## src/rtl/dest_hazard_unit.sv

```systemverilog
// Destination shadow pipeline (EX/MEM/WB) with load-use stall and EX operand forwarding.
// Optional feature macro: FWD_EN (defined: forwarding; undefined: stall until producer reaches WB).
module dest_hazard_unit #(
  parameter int AW        = 5,
  parameter bit ZERO_SKIP = 1'b1
) (
  input  logic          Clk,
  input  logic          Rst_n,
  input  logic          ID_Valid,
  input  logic [AW-1:0] ID_Rs,
  input  logic [AW-1:0] ID_Rt,
  input  logic          ID_UsesRs,
  input  logic          ID_UsesRt,
  input  logic [AW-1:0] ID_Dest,
  input  logic          ID_RegWrite,
  input  logic          ID_MemRead,
  input  logic          Flush,
  output logic          Stall,
  output logic [1:0]    FwdA,
  output logic [1:0]    FwdB,
  output logic [AW-1:0] WB_Dest,
  output logic          WB_Write
);

  typedef struct packed {
    logic          v;
    logic [AW-1:0] dest;
    logic          wr;
    logic          ld;
    logic [AW-1:0] rs;
    logic [AW-1:0] rt;
  } stage_t;

  localparam logic [1:0] SEL_RF  = 2'b00;
  localparam logic [1:0] SEL_MEM = 2'b10;
  localparam logic [1:0] SEL_WB  = 2'b01;

  stage_t id_rec;
  stage_t ex_q;
  stage_t mem_q;
  stage_t wb_q;

  logic dest_is_zero;
  logic hit_ex;
  logic hit_mem;

  // Register 0 is hard-wired, so a write to it is dropped at capture time.
  always_comb begin
    dest_is_zero = (ID_Dest == '0);
    id_rec       = '0;
    id_rec.v     = ID_Valid;
    id_rec.dest  = ID_Dest;
    id_rec.wr    = ID_RegWrite & ID_Valid & ~(ZERO_SKIP & dest_is_zero);
    id_rec.ld    = ID_MemRead & ID_Valid;
    id_rec.rs    = ID_Rs;
    id_rec.rt    = ID_Rt;
  end

  always_comb begin
    hit_ex  = (ID_UsesRs & (ID_Rs == ex_q.dest))  | (ID_UsesRt & (ID_Rt == ex_q.dest));
    hit_mem = (ID_UsesRs & (ID_Rs == mem_q.dest)) | (ID_UsesRt & (ID_Rt == mem_q.dest));
  end

`ifdef FWD_EN
  function automatic logic [1:0] fwd_sel(input stage_t mem_s, input stage_t wb_s,
                                         input logic [AW-1:0] src);
    logic src_ok;
    src_ok = ~(ZERO_SKIP & (src == '0));
    if (src_ok & mem_s.wr & (mem_s.dest == src))
      return SEL_MEM;
    else if (src_ok & wb_s.wr & (wb_s.dest == src))
      return SEL_WB;
    else
      return SEL_RF;
  endfunction

  // Only a load in EX cannot be forwarded in time; everything else bypasses.
  always_comb begin
    Stall = ~Flush & ID_Valid & ex_q.v & ex_q.ld & ex_q.wr & hit_ex;
    FwdA  = fwd_sel(mem_q, wb_q, ex_q.rs);
    FwdB  = fwd_sel(mem_q, wb_q, ex_q.rt);
  end
`else
  // Without bypass paths, any producer still in EX or MEM blocks decode.
  always_comb begin
    Stall = ~Flush & ID_Valid &
            ((ex_q.v & ex_q.wr & hit_ex) | (mem_q.v & mem_q.wr & hit_mem));
    FwdA  = SEL_RF;
    FwdB  = SEL_RF;
  end
`endif

  always_ff @(posedge Clk or negedge Rst_n) begin
    if (!Rst_n) begin
      ex_q  <= '0;
      mem_q <= '0;
      wb_q  <= '0;
    end else begin
      wb_q  <= mem_q;
      mem_q <= ex_q;
      if (Flush || Stall)
        ex_q <= '0;
      else
        ex_q <= id_rec;
    end
  end

  assign WB_Dest  = wb_q.dest;
  assign WB_Write = wb_q.wr;

  // Fields carried for completeness but not consumed in every build.
  logic unused_bits;
  assign unused_bits = ^{wb_q.v, wb_q.ld, wb_q.rs, wb_q.rt, mem_q.v, mem_q.ld,
                         mem_q.rs, mem_q.rt, ex_q.ld, ex_q.rs, ex_q.rt,
                         SEL_MEM, SEL_WB, SEL_RF, hit_mem};

endmodule

```

## config.mk

```make
export PLATFORM = sky130hd
export DESIGN_NAME = dest_hazard_unit
export DESIGN_NICKNAME = d
export VERILOG_FILES = /design/src/rtl/dest_hazard_unit.sv
export SDC_FILE = /design/constraint.sdc
export NUM_CORES = 1
export LEC_CHECK = 0
export ABC_AREA = 1
export CAP_MARGIN = 25
export CORE_AREA = 5 5 65 52
export DETAILED_ROUTE_END_ITERATION = 16
export DIE_AREA = 0 0 70 57
export GPL_ROUTABILITY_DRIVEN = 1
export GPL_TIMING_DRIVEN = 0
export MAX_ROUTING_LAYER = met4
export PLACE_DENSITY = 0.72
export SYNTH_ARGS = -nofsm -noshare
export SYNTH_HDL_FRONTEND = slang
export SYNTH_SLANG_ARGS = --single-unit
```

## constraint.sdc

```tcl
create_clock -name Clk -period 1.4 [get_ports Clk]
set_input_delay 0.42 -clock Clk [delete_from_list [all_inputs] [get_ports Clk]]
set_output_delay 0.42 -clock Clk [all_outputs]
set_load 0.1 [all_outputs]
```

# After elaboration in Yosys (flattened, before gate mapping)
# Cells that the tools add are included.
dict set report word_totals {
  input_bits 23
  word_cells 33
  out_inout_bits 11
  register_bits 20
}
dict set report classes {
  eq_ne 4
  n_bitwise 18
  mux 1
  reduce_logical 2
}
# op n
set op_table {}
lappend op_table {{$eq 5x5->1} 4}
lappend op_table {{$mux 18} 1}
lappend op_table {{$and 1x1->1} 13}
lappend op_table {{$logic_not 5->1} 1}
lappend op_table {{$or 1x1->1} 3}
lappend op_table {{$not 1->1} 2}
lappend op_table {{$logic_or 1x1->1} 1}

# Logic depth before layout (Yosys ltp)
# Gate-level depths: netlist (run 1).
dict set report logic_depth {
  ltp_word 8
  ltp_mapped 11
  mapped_depth_nobuf 11
}

# Worst setup path before layout (run 1)
# No wires, ideal clock.
dict set report synth_timing {
  kind {input to output}
  start {input port ID_Rt[0]}
  end {output port Stall}
  t_arrival_ps 1504
  path_stages 10
  slack_ps -524
  cell_sequence {inv_1 -> nand2_1 -> nand2_1 -> nor2_1 -> nand3_1 -> nand2_1 -> nand2_1 -> nand2_1 -> nand2_1 -> inv_1}
}
dict set report synth_between {
  elab_chain_len 6
}
# element line_no
set synth_rtl {}
lappend synth_rtl {{start: declaration} 11} ;# input logic [AW-1:0] ID_Rt,
lappend synth_rtl {{$eq 5x5->1, on equally long branches} {60, 61}}
lappend synth_rtl {{$and 1x1->1, on equally long branches} {60, 61}}
lappend synth_rtl {{$or 1x1->1, on equally long branches} {60, 61}}
lappend synth_rtl {{$and 1x1->1} 87} ;# ((ex_q.v & ex_q.wr & hit_ex) | (mem_q.v & mem_q.wr & hit_mem));
lappend synth_rtl {{$or 1x1->1 (*)} 87}
lappend synth_rtl {{$and 1x1->1 (*)} 86} ;# Stall = ~Flush & ID_Valid &
lappend synth_rtl {{end: declaration} 18} ;# output logic Stall,
# Mark *: on every way between the ends. The rest lies on a longest branch, timed or not.

# Final worst setup path (run 1)
dict set report layout_timing {
  start {register ex_q[16] (netlist name)}
  end {output port Stall}
}
dict set report layout_between {
  elab_chain_len 6
}
# element line_no
set layout_rtl {}
lappend layout_rtl {{start: declaration} 39} ;# stage_t ex_q;
lappend layout_rtl {{start signal: assignment} 104} ;# ex_q <= id_rec;
lappend layout_rtl {{$eq 5x5->1} 60} ;# hit_ex = (ID_UsesRs & (ID_Rs == ex_q.dest)) | (ID_UsesRt & (ID_Rt == ex_q.dest));
lappend layout_rtl {{$and 1x1->1} 60}
lappend layout_rtl {{$or 1x1->1 (*)} 60}
lappend layout_rtl {{$and 1x1->1 (*)} 87}
lappend layout_rtl {{$or 1x1->1 (*)} 87}
lappend layout_rtl {{$and 1x1->1 (*)} 86}
# Marks and branches as above.

==> flow_summary_export.csv, run 1 <==
group,metric,value,unit
outcome,status,"finished with violations",
outcome,violations,"setup timing",
power_and_ir_drop,power.density,847,nW/um^2
global_routing,grt_pass1_vias,950,
clocking,htree_levels,1,
sta,hold_viol_final,0,
sta,min_period,2.00,ns
sta,slew_violations,0,
sta,setup_violations,8,
clocking,cts-buffers-inserted,3,
final_layout,final_common_cell,"nand2_1",
critical_path,r2r_cells,13,
critical_path,ff2ff_setup_slack,-0.12,ns
drt,vias,934,
final_layout,fillCellCount,300,
synth,ys_warn_count,0,
clocking,numClockSinks,20,
sta,fmax,500,MHz
placed_design,io_buffers,28,
global_routing,grt_max_degree,21,
sta,finClkSkew,0.00456,ns
global_routing,grt_util_all_layers,12.3,%
placed_design,post-dp-hpwl,1770,um
global_routing,grt_overflow,0,
clocking,clockRootBuffer,"clkbuf_4",
critical_path,r2r-end,"ex_q[11]$_DFF_PN0_",
final_layout,multiInputGateArea,414,sq um
synth,netlist_instances,148,
drt,viasPerCell,4.21,
global_routing,antenna_found_initial,0,
floorplan,die_h,57,um
hold_path,hold_path.class,"flop to flop",
clocking,cts_tree,"built",
sta,period_share,143,%
hold_path,whs_endpoint,"mem_q[17]$_DFF_PN0_",
clocking,clockBufferDepth,2,
drt,post_drt_wl_per_cell,9.68,um
clocking,cts.clk_slew.worst_paths,0.11,ns
placed_design,gp_congestion,0.911,
floorplan,die-area,3990,sq um
floorplan,core,2770,sq um
critical_path,critPathKind,"flop to output port",
synth,synth_cell_types,11,
critical_path,worstPathArrival,1.58,ns
floorplan,io_pins,34,
floorplan,die_w,70,um
drt,ant_nets,0,
power_and_ir_drop,power.leakage,0.000834,uW
final_layout,fin_util,50.9,%
critical_path,crit_path_max_fanout,4,
synth,synth_seq_cells,20,
clocking,clock_latency,0.29,ns
final_layout,drive_above_1_share,16.8,%
final_layout,antenna_cells,0,
power_and_ir_drop,ir_drop,296,uV
hold_path,holdCritStartpoint,"ex_q[17]$_DFF_PN0_",
clocking,hold_buffers,0,
drt,drt_first_pass_iters,4,
floorplan,num_rows,17,
sta,worst_slew_pin_slew,0.873,ns
sta,grt_setup_unrepaired,"yes",
critical_path,r2r-start,"ex_q[16]$_DFF_PN0_",
drt,totalWireLength,2150,um
global_routing,grt_pass1_wl,3840,um
synth,ys_seq_area_share,49.5,%
sta,finalWorstSetupSlack,-0.599,ns
critical_path,worst_ep_required_time,0.98,ns
drt,drc,0,
final_layout,area_growth,39.1,%
floorplan,initial_utilization,36.6,%
hold_path,whs_path_depth,0,
final_layout,seq_area,500,sq um
final_layout,final_cell_mix,"nand2_1 (59), nor2_1 (22), dfrtp_1 (20), inv_1 (20), dlygate4sd2_1 (12)",
final_layout,fin_nets,209,
sta,maxSlewHeadroom,41.6,%
critical_path,cp-start-kind,"flop",
sta,whs,0.382,ns
drt,drt_iter0_markers,24,
run,max_cap_violations,0,
synth,synth.cell_area,1010,sq um
synth,syn_area_per_cell,6.83,sq um
critical_path,critPathCaptureType,"output port",
[metrics by stage]
stage	total power (uW)	std cells	setup slack, ns	setup TNS (ns)	instance area, sq um
after floorplan	836	151	-0.314	-0.314	1030
after global placement	949	217	-1.77	-10.24	1360
after detailed placement	955	217	-1.79	-10.70	1360
after CTS	1200	222	-0.628	-1.52	1390
after global routing	1260	222	-0.753	-2.46	1410
final	1190	222	-0.599	-1.28	1410
[cells in the mapped netlist]
cell type,instances,area share [%]
nand2_1,62,23
inv_1,27,10
nor2_1,24,8.9
dfrtp_1,20,50
nand3_1,5,2.5
buf_4,4,3.0
inv_2,2,0.74
conb_1,1,0.37
nand2_2,1,0.62
o21ai_0,1,0.49
o311ai_0,1,0.87
[registers in the layout, summed over array words and instances, names as in the netlist]
register  count
WB_Dest       5
WB_Write      1
ex_q          7
mem_q         7
[worst max-delay path by stage]
stage	to	slack, ns	cells past startpoint	start
final	Stall	-0.60	11	ex_q[16]$_DFF_PN0_
after global routing	Stall	-0.75	11	mem_q[13]$_DFF_PN0_
after CTS	Stall	-0.63	11	ex_q[14]$_DFF_PN0_
after detailed placement	Stall	-1.79	12	ID_Rt[4]
after global placement	Stall	-1.77	12	ID_Rt[3]
after floorplan	Stall	-0.31	10	ID_Rt[1]
[cells by family (layout without fill, tap and decap cells)]
family | after synthesis | after routing | share of synthesized area [%]
other cells | 1 | 4 | 0.371
simple gates | 92 | 92 | 35.0
buf+inv | 33 | 66 | 13.7
compound gates | 2 | 2 | 1.36
flops | 20 | 20 | 49.5
[repair_timing]
action / 4_1_cts / 5_1_grt
endpoints found under the setup margin: 14 / 8
setup buffers: 2 / 0
pin swaps: 4 / 4
resized for setup: 62 / 6
[final cells by class]
cell class	instances	share of cell area, %
Buffer	4	2.14
Clock buffer	3	1.60
Inverter	29	8.01
Multi-Input combinational cell	98	29.4
Sequential cell	20	35.6
Tap cell	38	3.38
Timing Repair Buffer	30	19.8
[where the power goes]
| group | switching [uW] | internal [uW] |
|---|---|---|
| Sequential | 20.0 | 605 |
| Clock | 157 | 99.8 |
| Combinational | 210 | 99.0 |
| Total | 387 | 804 |
[layer usage]
metal | GRT usage [%] | routed length, um | vias up
met2 | 20.5 | 1000 | 30
met1 | 14.8 | 964 | 410
met3 | 3.52 | 171 | 2
li1 | - | - | 492
met5 | - | 0 | -
met4 | 3.28 | 13 | 0
[critical path: stages (launching register included)]
cell and delay (ns):
dfrtp_1 0.41, inv_1 0.07, nand2_1 0.06, nand2_1 0.05
nor2_1 0.10, nand3_1 0.07, nand2_1 0.07, nand2_1 0.06
nand2_2 0.09, nand2_4 0.06, clkinvlp_4 0.08, buf_12 0.16
Note: power is estimated with default switching activity, not from simulation.
==> run 2, diff against run 1 <==
--- a/config.mk
+++ b/config.mk
@@ -12,7 +12,6 @@
 export DIE_AREA = 0 0 70 57
 export GPL_ROUTABILITY_DRIVEN = 1
 export GPL_TIMING_DRIVEN = 0
-export MAX_ROUTING_LAYER = met4
 export PLACE_DENSITY = 0.72
 export SYNTH_ARGS = -nofsm -noshare
 export SYNTH_HDL_FRONTEND = slang
==> run 2 against run 1 <==
The flow still finishes with violations (setup timing). Critical endpoint unchanged. First-iteration DRC count is 13% lower. Register-to-register slack better by 0.09 ns. Largest cell class unchanged. Critical path depth is 1 lower. Routed wire length is 2.1% higher.
==> flow_summary_export.csv, run 2 (synthesis gave the netlist of run 1 again) <==
group,metric,value,unit
sta,whs,0.220,ns
power_and_ir_drop,p_clk_share,33.2,%
placed_design,dp_slack,-1.80,ns
final_layout,final_cell_count_no_fill,222,
placed_design,post-dp-hpwl,1810,um
critical_path,worstPathArrival,1.60,ns
critical_path,worst_ep_required_time,0.98,ns
sta,slew_violations,0,
sta,grt_setup_unrepaired,"yes",
drt,drt_iter0_markers,21,
power_and_ir_drop,switching_share,29.1,%
outcome,violations,"setup timing",
global_routing,grt_overflow,0,
clocking,numClockSinks,20,
global_routing,grt_pass1_vias,904,
critical_path,critPathKind,"flop to output port",
power_and_ir_drop,power_frac_comb,22.2,%
floorplan,die-area,3990,sq um
clocking,clock_latency,0.30,ns
power_and_ir_drop,power.density,975,nW/um^2
sta,maxSlewHeadroom,40.7,%
final_layout,final_common_cell,"nand2_1",
drt,ant_nets,0,
clocking,clockBufferDepth,2,
final_layout,fin_nets,208,
floorplan,die_w,70,um
sta,hold_viol_final,0,
sta,min_period,2.02,ns
final_layout,final_cell_mix,"nand2_1 (57), inv_1 (20), nor2_1 (20)",
floorplan,io_pins,34,
clocking,htree_levels,1,
sta,finalWorstSetupSlack,-0.619,ns
power_and_ir_drop,p_int,995,uW
global_routing,grt_pass1_wl,3690,um
drt,vias,925,
floorplan,die_h,57,um
sta,finClkSkew,0.00172,ns
critical_path,crit_path_max_fanout,4,
sta,fmax,495,MHz
final_layout,antenna_cells,0,
power_and_ir_drop,p_sw,408,uW
drt,totalWireLength,2190,um
drt,post_drt_wl_per_cell,9.88,um
critical_path,crit_top_cell,"nand2_1",
global_routing,grt_util_all_layers,11.7,%
final_layout,area_growth,42.3,%
clocking,hold_buffers,0,
floorplan,num_rows,17,
placed_design,io_buffers,28,
critical_path,cp_slowest_cell,"dfrtp_2",
clocking,cts_tree,"built",
power_and_ir_drop,pwr-share-seq,44.6,%
placed_design,gp_congestion,0.910,
outcome,status,"finished with violations",
floorplan,initial_utilization,36.6,%
global_routing,grt_max_degree,21,
drt,drt_first_pass_iters,4,
critical_path,path_delay_family,"simple AND/OR/NAND/NOR gates",
critical_path,cp-start-kind,"flop",
floorplan,core,2770,sq um
sta,worst_slew_pin_slew,0.888,ns
hold_path,hold_path.class,"input port to asynchronous set/reset pin",
placed_design,place_inst,217,
drt,viasPerCell,4.17,
global_routing,antenna_found_initial,0,
critical_path,critPathMaxStageDelay,0.46,ns
critical_path,timing.critical_path.buf_inv,2,
clocking,cts.clk_slew.worst_paths,0.11,ns
drt,drc,0,
run,max_cap_violations,0,
power_and_ir_drop,power.leakage,0.000850,uW
final_layout,drive_above_1_share,19.6,%
clocking,cts-buffers-inserted,3,
clocking,clockRootBuffer,"clkbuf_4",
critical_path,crit_chain,"nand2_2, nand2_1, nor2_1, nand3_1, nand2_1, nand2_1, nand2_2, nand2_4, clkinvlp_4, buf_12",
power_and_ir_drop,ir_drop,434,uV
sta,setup_violations,8,
sta,period_share,144,%
critical_path,critPathCaptureType,"output port",
run 2: changes by cell type in the layout (fill, tap and decap cells not counted), sizes merged:
| cell | previous run | this run |
|---|---|---|
| buf | 13 | 12 |
| clkdlybuf4s50 | 9 | 8 |
| bufinv | 0 | 1 |
| dlymetal6s2s | 0 | 1 |
run 2: layer usage:
metal / GRT usage [%] / wire length (um) / vias to the layer above
li1: - / - / 494
met1: 13.5 / 987 / 400
met2: 19.8 / 1030 / 29
met3: 5.46 / 166 / 2
met4: 3.01 / 13 / 0
met5: 0 / 0 / -
run 2: area by class of cell:
type,count,area [sq um]
multi-input cells,98,424
fillers,299,1330
repair buffers,29,270
inverters,29,113
clock buffers,3,22.5
well taps,38,47.5
clock inverters,1,30.0
plain buffers,4,30.0
flip-flops and latches,20,502
run 2: worst paths after layout:
path | slack (ns) | depth (start not counted) | start | endpoint
max | -0.62 | 10 | ex_q[14]$_DFF_PN0_ | Stall
min | 0.22 | 1 | Rst_n | WB_Dest[2]$_DFF_PN0_
max reg2reg | -0.03 | 11 | ex_q[14]$_DFF_PN0_ | ex_q[11]$_DFF_PN0_
min reg2reg | 0.38 | 0 | ex_q[17]$_DFF_PN0_ | mem_q[17]$_DFF_PN0_
max in group asynchronous | 0.57 | 1 | Rst_n | ex_q[14]$_DFF_PN0_
min in group Clk | 0.38 | 0 | ex_q[17]$_DFF_PN0_ | mem_q[17]$_DFF_PN0_
run 2: stage by stage:
step           util [%]  TNS [ns]  power, uW  cell area, sq um
2_1_floorplan         -    -0.314        836              1030
3_3_place_gp       49.0    -10.47        949              1360
3_5_place_dp       49.0    -10.94        954              1360
4_1_cts            51.9     -1.37       1420              1430
5_1_grt            52.0     -1.60       1480              1440
6_report           52.0    -0.753       1400              1440
run 2: power by group through the flow:
stage / clock network (uW) / registers (uW) / logic (uW)
after floorplan: 0 / 695 / 140
after global placement: 0 / 635 / 314
after detailed placement: 0 / 637 / 318
after CTS: 483 / 625 / 310
after global routing: 508 / 631 / 340
final: 465 / 626 / 312
run 2: what timing repair did:
action	CTS	global route
endpoints found under the setup margin	14	8
resized for setup	64	10
setup buffers	2	1
pin swaps	5	11
